<file path="src/rtl/dcache_refill_ctrl_if.sv">
// ----------------------------------------------------------------------------
// dcache_refill_ctrl_if
// Burst bus between the data-cache refill controller and the memory side.
//   req_*   : one request per burst (write=1 writeback, write=0 refill),
//             line-aligned address, valid/ready handshake
//   r*      : refill read beats from memory (rvalid/rdata/rlast)
//   w*      : writeback beats to memory (wvalid/wready/wdata/wlast)
//   bvalid  : writeback burst completion response
// The master modport is the cache controller; the slave modport is memory.
// ----------------------------------------------------------------------------
interface dcache_refill_ctrl_if #(
  parameter int ADDR_W = 32
);
  logic              req_valid;
  logic              req_ready;
  logic              req_write;
  logic [ADDR_W-1:0] req_addr;
  logic              rvalid;
  logic [31:0]       rdata;
  logic              rlast;
  logic              wvalid;
  logic              wready;
  logic [31:0]       wdata;
  logic              wlast;
  logic              bvalid;

  modport master (
    output req_valid, req_write, req_addr, wvalid, wdata, wlast,
    input  req_ready, rvalid, rdata, rlast, wready, bvalid
  );

  modport slave (
    input  req_valid, req_write, req_addr, wvalid, wdata, wlast,
    output req_ready, rvalid, rdata, rlast, wready, bvalid
  );
endinterface

</file>
<file path="src/rtl/dcache_refill_ctrl.sv">
// ----------------------------------------------------------------------------
// dcache_refill_ctrl
// Miss handler for one data-cache way. On an accepted miss it optionally
// writes back the dirty victim line (read from the data RAM, buffered, then
// burst out), invalidates the tag, refills the 4-word line from the bus into
// the data RAM and finally writes the new valid/clean tag.
//
// Ports:
//   clk, rst_n          clock, asynchronous active-low reset
//   miss_valid_i/ready_o miss request handshake (ready only when idle)
//   miss_paddr_i        missing physical address (line index [11:4])
//   victim_tag_i        {valid, dirty, paddr[31:12]} of the line in the set
//   done_o              one-cycle pulse when the new tag is written
//   dp_r_addr_o/data_i  data RAM read port (1-cycle read latency)
//   dp_w_addr_o, dp_data_we_o, dp_data_o   data RAM write port
//   dp_tag_we_o, dp_tag_o                  tag RAM write port
//   bus                 burst bus, master side
// ----------------------------------------------------------------------------
module dcache_refill_ctrl #(
  parameter int LINE_WORDS = 4,
  parameter int BUS_ADDR_W = 32
) (
  input  logic                  clk,
  input  logic                  rst_n,
  input  logic                  miss_valid_i,
  output logic                  miss_ready_o,
  input  logic [BUS_ADDR_W-1:0] miss_paddr_i,
  input  logic [21:0]           victim_tag_i,
  output logic                  done_o,
  output logic [9:0]            dp_r_addr_o,
  input  logic [31:0]           dp_data_i,
  output logic [9:0]            dp_w_addr_o,
  output logic [3:0]            dp_data_we_o,
  output logic [31:0]           dp_data_o,
  output logic                  dp_tag_we_o,
  output logic [21:0]           dp_tag_o,
  dcache_refill_ctrl_if.master  bus
);

  localparam int BEAT_W = $clog2(LINE_WORDS);
  localparam logic [BEAT_W-1:0] LAST_BEAT = BEAT_W'(LINE_WORDS - 1);
  // The read phase needs one extra cycle to catch the last RAM word.
  localparam logic [BEAT_W:0] RD_DONE = (BEAT_W + 1)'(LINE_WORDS);

  typedef enum logic [3:0] {
    IDLE,
    WB_READ,
    WB_REQ,
    WB_DATA,
    WB_RESP,
    INV,
    RF_REQ,
    RF_DATA,
    TAG_WR
  } state_e;

  state_e                  state_q, state_d;
  logic [BEAT_W-1:0]       beat_q, beat_d;
  logic [BEAT_W:0]         rd_step_q, rd_step_d;
  logic [BUS_ADDR_W-1:4]   paddr_q, paddr_d;
  logic [19:0]             victim_q, victim_d;
  logic [31:0]             wb_buf_q [LINE_WORDS];
  logic [31:0]             wb_buf_d [LINE_WORDS];
  logic [BEAT_W-1:0]       cap_idx;
  logic                    rf_beat;

  // The byte offset of the miss address never matters: refills are whole lines.
  logic unused_paddr_lo;
  assign unused_paddr_lo = ^miss_paddr_i[3:0];

  // Next-state logic. Request inputs are only looked at in IDLE, and each
  // bus input only in the state that owns it, so stray beats are harmless.
  always_comb begin
    state_d   = state_q;
    beat_d    = beat_q;
    rd_step_d = rd_step_q;
    paddr_d   = paddr_q;
    victim_d  = victim_q;
    wb_buf_d  = wb_buf_q;
    cap_idx   = rd_step_q[BEAT_W-1:0] - BEAT_W'(1);

    unique case (state_q)
      IDLE: begin
        if (miss_valid_i) begin
          paddr_d  = miss_paddr_i[BUS_ADDR_W-1:4];
          victim_d = victim_tag_i[19:0];
          state_d  = (victim_tag_i[21] && victim_tag_i[20]) ? WB_READ : INV;
        end
      end
      WB_READ: begin
        // Step k issues read k; the data for read k-1 arrives on step k.
        if (rd_step_q != '0) begin
          wb_buf_d[cap_idx] = dp_data_i;
        end
        if (rd_step_q == RD_DONE) begin
          state_d = WB_REQ;
        end else begin
          rd_step_d = rd_step_q + 1'b1;
        end
      end
      WB_REQ: begin
        if (bus.req_ready) state_d = WB_DATA;
      end
      WB_DATA: begin
        if (bus.wready) begin
          if (beat_q == LAST_BEAT) state_d = WB_RESP;
          else                     beat_d  = beat_q + 1'b1;
        end
      end
      WB_RESP: begin
        if (bus.bvalid) state_d = INV;
      end
      INV: begin
        state_d = RF_REQ;
      end
      RF_REQ: begin
        if (bus.req_ready) state_d = RF_DATA;
      end
      RF_DATA: begin
        // The beat counter is authoritative; rlast only ends the burst on
        // the beat the counter expects to be last.
        if (bus.rvalid) begin
          beat_d = beat_q + 1'b1;
          if (beat_q == LAST_BEAT && bus.rlast) state_d = TAG_WR;
        end
      end
      TAG_WR: begin
        state_d = IDLE;
      end
      default: begin
        state_d = IDLE;
      end
    endcase

    // Every state starts counting from zero.
    if (state_d != state_q) begin
      beat_d    = '0;
      rd_step_d = '0;
    end
  end

  // All controller state, asynchronously cleared so reset aborts at once.
  always_ff @(posedge clk or negedge rst_n) begin
    if (!rst_n) begin
      state_q   <= IDLE;
      beat_q    <= '0;
      rd_step_q <= '0;
      paddr_q   <= '0;
      victim_q  <= '0;
      for (int i = 0; i < LINE_WORDS; i++) wb_buf_q[i] <= '0;
    end else begin
      state_q   <= state_d;
      beat_q    <= beat_d;
      rd_step_q <= rd_step_d;
      paddr_q   <= paddr_d;
      victim_q  <= victim_d;
      wb_buf_q  <= wb_buf_d;
    end
  end

  // Outputs decode the registered state only, except the refill write port
  // which forwards each bus beat into the RAM in the cycle it arrives.
  // Every field is forced to zero when not in use.
  always_comb begin
    rf_beat        = (state_q == RF_DATA) && bus.rvalid;

    miss_ready_o   = (state_q == IDLE);
    done_o         = (state_q == TAG_WR);

    dp_r_addr_o    = '0;
    if (state_q == WB_READ && rd_step_q < RD_DONE) begin
      dp_r_addr_o  = {paddr_q[11:4], rd_step_q[BEAT_W-1:0]};
    end

    dp_data_we_o   = rf_beat ? 4'hf : 4'h0;
    dp_w_addr_o    = rf_beat ? {paddr_q[11:4], beat_q} : 10'h0;
    dp_data_o      = rf_beat ? bus.rdata : 32'h0;

    // INV clears the tag first so a half-refilled line is never a hit.
    dp_tag_we_o    = (state_q == INV) || (state_q == TAG_WR);
    dp_tag_o       = (state_q == TAG_WR) ? {1'b1, 1'b0, paddr_q[31:12]} : 22'h0;

    bus.req_valid  = (state_q == WB_REQ) || (state_q == RF_REQ);
    bus.req_write  = (state_q == WB_REQ);
    bus.req_addr   = '0;
    if (state_q == WB_REQ) bus.req_addr = {victim_q, paddr_q[11:4], 4'h0};
    if (state_q == RF_REQ) bus.req_addr = {paddr_q, 4'h0};

    bus.wvalid     = (state_q == WB_DATA);
    bus.wdata      = (state_q == WB_DATA) ? wb_buf_q[beat_q] : 32'h0;
    bus.wlast      = (state_q == WB_DATA) && (beat_q == LAST_BEAT);
  end

endmodule

</file>
<file path="src/flat_wrapper.sv">
// flat-port wrapper written by rule: the top's interface ports become plain ports
module dcache_refill_ctrl_flat 
#(
  parameter int LINE_WORDS = 4,
  parameter int BUS_ADDR_W = 32
)
  (clk, rst_n, miss_valid_i, miss_ready_o, miss_paddr_i, victim_tag_i, done_o, dp_r_addr_o, dp_data_i, dp_w_addr_o, dp_data_we_o, dp_data_o, dp_tag_we_o, dp_tag_o, bus_req_valid, bus_req_write, bus_req_addr, bus_wvalid, bus_wdata, bus_wlast, bus_req_ready, bus_rvalid, bus_rdata, bus_rlast, bus_wready, bus_bvalid);
  dcache_refill_ctrl_if #(.ADDR_W(32)) bus_i ();
  input  logic clk;
  input  logic rst_n;
  input  logic miss_valid_i;
  output logic miss_ready_o;
  input  logic [BUS_ADDR_W-1:0] miss_paddr_i;
  input  logic [21:0] victim_tag_i;
  output logic done_o;
  output logic [9:0] dp_r_addr_o;
  input  logic [31:0] dp_data_i;
  output logic [9:0] dp_w_addr_o;
  output logic [3:0] dp_data_we_o;
  output logic [31:0] dp_data_o;
  output logic dp_tag_we_o;
  output logic [21:0] dp_tag_o;
  output wire logic [$bits(bus_i.req_valid)-1:0] bus_req_valid;
  output wire logic [$bits(bus_i.req_write)-1:0] bus_req_write;
  output wire logic [$bits(bus_i.req_addr)-1:0] bus_req_addr;
  output wire logic [$bits(bus_i.wvalid)-1:0] bus_wvalid;
  output wire logic [$bits(bus_i.wdata)-1:0] bus_wdata;
  output wire logic [$bits(bus_i.wlast)-1:0] bus_wlast;
  input wire logic [$bits(bus_i.req_ready)-1:0] bus_req_ready;
  input wire logic [$bits(bus_i.rvalid)-1:0] bus_rvalid;
  input wire logic [$bits(bus_i.rdata)-1:0] bus_rdata;
  input wire logic [$bits(bus_i.rlast)-1:0] bus_rlast;
  input wire logic [$bits(bus_i.wready)-1:0] bus_wready;
  input wire logic [$bits(bus_i.bvalid)-1:0] bus_bvalid;
  assign bus_req_valid = bus_i.req_valid;
  assign bus_req_write = bus_i.req_write;
  assign bus_req_addr = bus_i.req_addr;
  assign bus_wvalid = bus_i.wvalid;
  assign bus_wdata = bus_i.wdata;
  assign bus_wlast = bus_i.wlast;
  assign bus_i.req_ready = bus_req_ready;
  assign bus_i.rvalid = bus_rvalid;
  assign bus_i.rdata = bus_rdata;
  assign bus_i.rlast = bus_rlast;
  assign bus_i.wready = bus_wready;
  assign bus_i.bvalid = bus_bvalid;
  dcache_refill_ctrl #(.LINE_WORDS(LINE_WORDS), .BUS_ADDR_W(BUS_ADDR_W)) u_core (.clk(clk), .rst_n(rst_n), .miss_valid_i(miss_valid_i), .miss_ready_o(miss_ready_o), .miss_paddr_i(miss_paddr_i), .victim_tag_i(victim_tag_i), .done_o(done_o), .dp_r_addr_o(dp_r_addr_o), .dp_data_i(dp_data_i), .dp_w_addr_o(dp_w_addr_o), .dp_data_we_o(dp_data_we_o), .dp_data_o(dp_data_o), .dp_tag_we_o(dp_tag_we_o), .dp_tag_o(dp_tag_o), .bus(bus_i));
endmodule
</file>
<file path="config.mk">
export PLATFORM = sky130hd
export DESIGN_NAME = dcache_refill_ctrl_flat
export DESIGN_NICKNAME = d
export VERILOG_FILES = /design/src/rtl/dcache_refill_ctrl_if.sv /design/src/rtl/dcache_refill_ctrl.sv /design/src/flat_wrapper.sv
export SDC_FILE = /design/constraint.sdc
export NUM_CORES = 1
export LEC_CHECK = 0
export CORE_MARGIN = 4
export CORE_UTILIZATION = 45
export DETAILED_ROUTE_END_ITERATION = 8
export PLACE_DENSITY_LB_ADDON = 0.05
export SLEW_MARGIN = 20
export SYNTH_ARGS = -nofsm -noshare
export SYNTH_HDL_FRONTEND = slang
export SYNTH_SLANG_ARGS = --single-unit
</file>
<file path="constraint.sdc">
create_clock -name clk -period 2.1 [get_ports clk]
set_input_delay 0.315 -clock clk [delete_from_list [all_inputs] [get_ports clk]]
set_output_delay 0.315 -clock clk [all_outputs]
set_load 0.02 [all_outputs]
</file>
-- Yosys cells after proc, flatten, opt, wreduce, memory -nomap -nowiden
Index checks and enable logic that the tools add are counted.
Widths: inputs -> output; s select.
- register bits after elaboration: 185
- latch bits: 0
- memory bits (writable): 0
- memory bits (read-only): 0
- input bits: 126
- output and inout port bits: 149
- logic and storage cells: 82
- memories: 0
- add/sub/neg operators: 3
- multiply operators: 0
- divide/modulo/power cells: 0
- magnitude comparators: 4
- equal/unequal tests: 15
- shift operators: 0
- muxes and demuxes: 33
- bitwise operators: 2
- reductions and logical operators: 16
- operator list (cell ; count):
    $mux 32 ; 7
    $bwmux 128 ; 1
    $bmux 32 s2 ; 1
    $demux 32 s2 ; 1
    $mux 4 ; 10
    $pmux 4 s8 ; 1
    $mux 22 ; 1
    $mux 10 ; 2
    $eq 4x3->1 const B ; 4
    $mux 3 ; 4
    $eq 4x2->1 const B ; 2
    $mux 2 ; 4
    $ge 3x3->1 const B ; 2
    $logic_and 1x1->1 ; 6
    $not 2->3 ; 2
    $reduce_and 2->1 ; 3
    $reduce_bool 3->1 ; 2
    $eq 4x1->1 const B ; 1
    $eq 4x4->1 const B ; 1
    $logic_not 4->1 ; 1
    $ne 4x4->1 ; 1
    $pmux 2 s2 ; 1
    $reduce_and 4->1 ; 1
    $add 3x1->3 const B ; 1
    12 further kinds ; 13

-- Logic depth before layout (Yosys ltp)
- depth in word-level cells: 8
- depth in mapped cells: 8
- gate-level depth less buffers: 7

-- Least setup slack after synthesis
OpenSTA, ideal clock, no wires.
- path type: reg-to-output
- start point: register u_core.state_q[0]
- end point: output dp_tag_o[11]
- arrival: 1.633 ns
- data required time: 1.785 ns
- setup slack: 0.152 ns
- stages on the path, launching flop included: 5
- buffers on the path: 2
- cells stage by stage: dfrtp_1 > buf_6 > nor4b_1 > clkbuf_1 > and2_1
- word-level cells in the longest chain between the ends: 2
- RTL lines (element ; RTL line ; RTL):
    from (decl) ; dcache_refill_ctrl.sv:57 ; state_e state_q, state_d;
    from (signal assigned) ; dcache_refill_ctrl.sv:152 ; state_q <= state_d;
    $eq 4x4->1 ; - ;
    net done_o ; flat_wrapper.sv:15 ; output logic done_o;
    $mux 22 ; dcache_refill_ctrl.sv:181 ; dp_tag_o = (state_q == TAG_WR) ? {1'b1, 1'b0, paddr_q[31:12]} : 22'h0;
    to (decl) ; flat_wrapper.sv:22 ; output logic [21:0] dp_tag_o;
The timed path passes the listed nets, and every way through them passes these cells.

-- Final worst setup path
- start point: register u_core.state_q[2]
- end point: output dp_tag_o[14]
- word-level cells in the longest chain between the ends: 2
- RTL lines (element ; RTL line):
    $eq 4x4->1 ; dcache_refill_ctrl.sv:181
    $mux 22 ; dcache_refill_ctrl.sv:181
Every way passes these cells.

==> out/metrics.csv <==
stage,metric,value,unit
final_layout,nets,1120,
sta,worst hold-check slack,0.335,ns
critical_path,Slowest Stage Delay on Critical Path,0.40,ns
critical_path,Crit. End Element,output port,
logic_synthesis,cells after synthesis,649,
route,final wirelength,28.6,mm
critical_path,CP startpoint kind,flop,
cts,"Reg clk slew, reported paths",0.07,ns
logic_synthesis,post-synth cell types,43,
cts,clock tree from TritonCTS,yes,
sta,Max Fclk,443,MHz
final_layout,Final Core Density,71.6,%
final_layout,Multi-input gate area,4490,µm²
critical_path,R2R setup slack,0.01,ns
critical_path,"Critical Path, Cell by Cell",buf_6 -> nor4b_4 -> buf_4 -> buf_8 -> buf_6 -> and2_4 -> buf_6,
sta,Worst Skew,0.0117,ns
global_route,first-pass GRT wire length,41.7,mm
final_layout,register area,4640,µm²
logic_synthesis,synthesized area,9080,µm²
pwr,leakage,6.21,nW
critical_path,critical path arrival,1.94,ns
die,Die ar.,22500,µm²
sta,worst setup margin,-0.159,ns
cts,total CTS buffers,17,
cts,# clock sinks,185,
logic_synthesis,synthesized flop and latch total,185,
route,initial drt markers,236,
global_route,vias in the first global route,7335,
route,Routed Antenna Nets,0,
cts,Bufs on Longest Clock Path,2,
logic_synthesis,register area share after synthesis,51.0,%
final_layout,"most common cell after layout, fill and taps aside",dfrtp_1,
logic_synthesis,yosys warns,0,
run_status,status,finished with violations,
global_route,largest net degree at the start of global routing,66,
final_layout,most frequent cells in the layout,"180 x dfrtp_1, 172 x mux2_2, 145 x buf_6",
min_path,Worst Hold Class,in2async,
place,HPWL Detailed,19.0,mm
sta,final-report setup violation count,117,
die,Top-Level Pins,275,
sta,Tmin final,2.26,ns
route,Residual DRC,0,
route,DR vias/cell,5.33,
place,Port Buf Inserts,265,
final_layout,post-route cell area,14100,µm²
run_status,failing checks,negative setup slack,
final_layout,share of layout cells above drive strength 1,61.4,%
place,RD Place Congestion,0.863,
pwr,P per Cell Area,1030,nW/µm²
die,core area,19700,µm²
flow_run,max-cap violations,0,
global_route,antenna violations before repair,4,
die,Die Y,150,µm
critical_path,Worst path slowest cell,dfrtp_1,
die,initial core utilization,46.2,%
critical_path,Crit path top cell by count,buf_6,
route,Pre-antenna DRT Iters,4,
route,Vias,6759,
route,WL/cell,22.6,µm
pwr,Worst VDD drop,0.645,mV
global_route,total global-route track usage,24.4,%
cts,H-tree depth,4,
place,"worst slack, placed",-0.185,ns
global_route,GR Overflow Total,0,
sta,Hold Fails Final Rpt,0,
critical_path,Worst path top cell family by delay,buffers and inverters,
cts,Root Buffer,clkbuf_16,
critical_path,critical-path maximum fanout,8,
sta,fin. max-slew vios,0,
sta,Total Neg Setup Slack,-9.49,ns
place,Post-DP Area,12400,µm²
cts,"Clk Latency, worst-skew pair",0.43,ns
sta,RSZ-0062 raised after global routing,true,
final_layout,growth of design area from synthesis to finish,55.0,%
critical_path,worst path buffer plus inverter count,5,
sta,Final Cycle Share,108,%
final_layout,Fillers,1350,
critical_path,critical path type,reg2out,
die,Die X-Extent,150,µm
critical_path,critical path required time,1.78,ns
die,number of core rows,51,
logic_synthesis,syn avg cell area,14.0,µm²
[layer usage]
layer | part of all wire [%] | track usage [%] | routed length (µm)
met1 | 36 | 27.7 | 10400
met2 | 56 | 44.8 | 15900
met3 | 5.7 | 5.03 | 1620
met4 | 2.3 | 9.42 | 672
met5 | 0 | 0 | 0
[cell usage after synthesis, drive strengths merged]
master	number	area [µm²]
and3	9	56.3
o211ai	1	12.5
a22oi	1	12.5
nor4	1	21.3
o221a	1	11.3
conb	1	3.75
nand2	10	50.1
o221ai	1	8.76
nor3b	4	41.3
a21oi	4	31.3
and2	105	659
o21ai	1	5.00
nand3	1	5.00
nand4	1	6.26
a32oi	1	8.76
clkbuf	17	63.8
a22o	20	175
nor3	5	25.0
buf	37	269
a211oi	1	7.51
mux4	32	721
ha	7	87.6
nor2b	1	6.26
mux2	177	1990
dfrtp	185	4630
nor4b	2	23.8
nand3b	1	20.0
nand2b	2	12.5
mux2i	3	30.0
xnor2	2	17.5
inv	4	15.0
nor2	11	51.3
[per-stage QoR]
stage | power [mW] | instances
after global routing | 15.1 | 1269
after floorplan | 7.64 | 653
after global placement | 9.86 | 1182
after detailed placement | 10.0 | 1182
after CTS | 14.0 | 1257
final | 14.5 | 1269
[worst paths after layout]
check                                     from                   to  cells past startpoint
max in group asynchronous                rst_n    u_core.state_q[3]                      3
min reg2reg                u_core.wb_buf_q[76]  u_core.wb_buf_q[76]                      1
max                          u_core.state_q[2]         dp_tag_o[14]                      7
max reg2reg                  u_core.state_q[3]     u_core.beat_q[0]                     13
min                                      rst_n  u_core.wb_buf_q[47]                      2
min in group clk           u_core.wb_buf_q[76]  u_core.wb_buf_q[76]                      1
[power breakdown]
part,switching [mW],leakage [nW],internal (mW)
clock network,1.41,0.306,1.95
logic,2.68,3.72,3.47
registers,0.613,2.19,4.34
[sequential cells by signal, indices dropped and copies added (netlist names)]
name / cells
u_core.wb_buf_q: 128
u_core.rd_step_q: 3
u_core.state_q: 4
u_core.paddr_q: 28
u_core.beat_q: 2
u_core.victim_q: 20
[timing repair]
action,4_1_cts,5_1_grt
hold buffers,1,0
hold endpoints to repair,33,0
buffers inserted,34,8
setup endpoints to repair,144,146
pin swaps,45,35
gates resized for setup,814,179
gates cloned,10,6
[area by class of cell]
cell class              count  area share, %
flip-flops and latches    185           32.9
multi-input cells         410           31.9
repair buffers            369           28.1
clock buffers              19           3.22
well taps                 265           2.36
clock inverters            13           1.19
inverters                   4          0.196
diodes                      4         0.0711
[cells by family after synthesis]
logic type / Yosys count / synth area share, %
AOI/OAI and AO/OA: 31 / 3.00
xor gates and xnor gates: 2 / 0.193
adders and majority gates: 7 / 0.964
buffers and inverters: 58 / 3.83
DFF: 185 / 51.0
muxes: 212 / 30.2
other: 1 / 0.0413
and+or+nand+nor: 153 / 10.8
(Power assumes the default switching activity.)
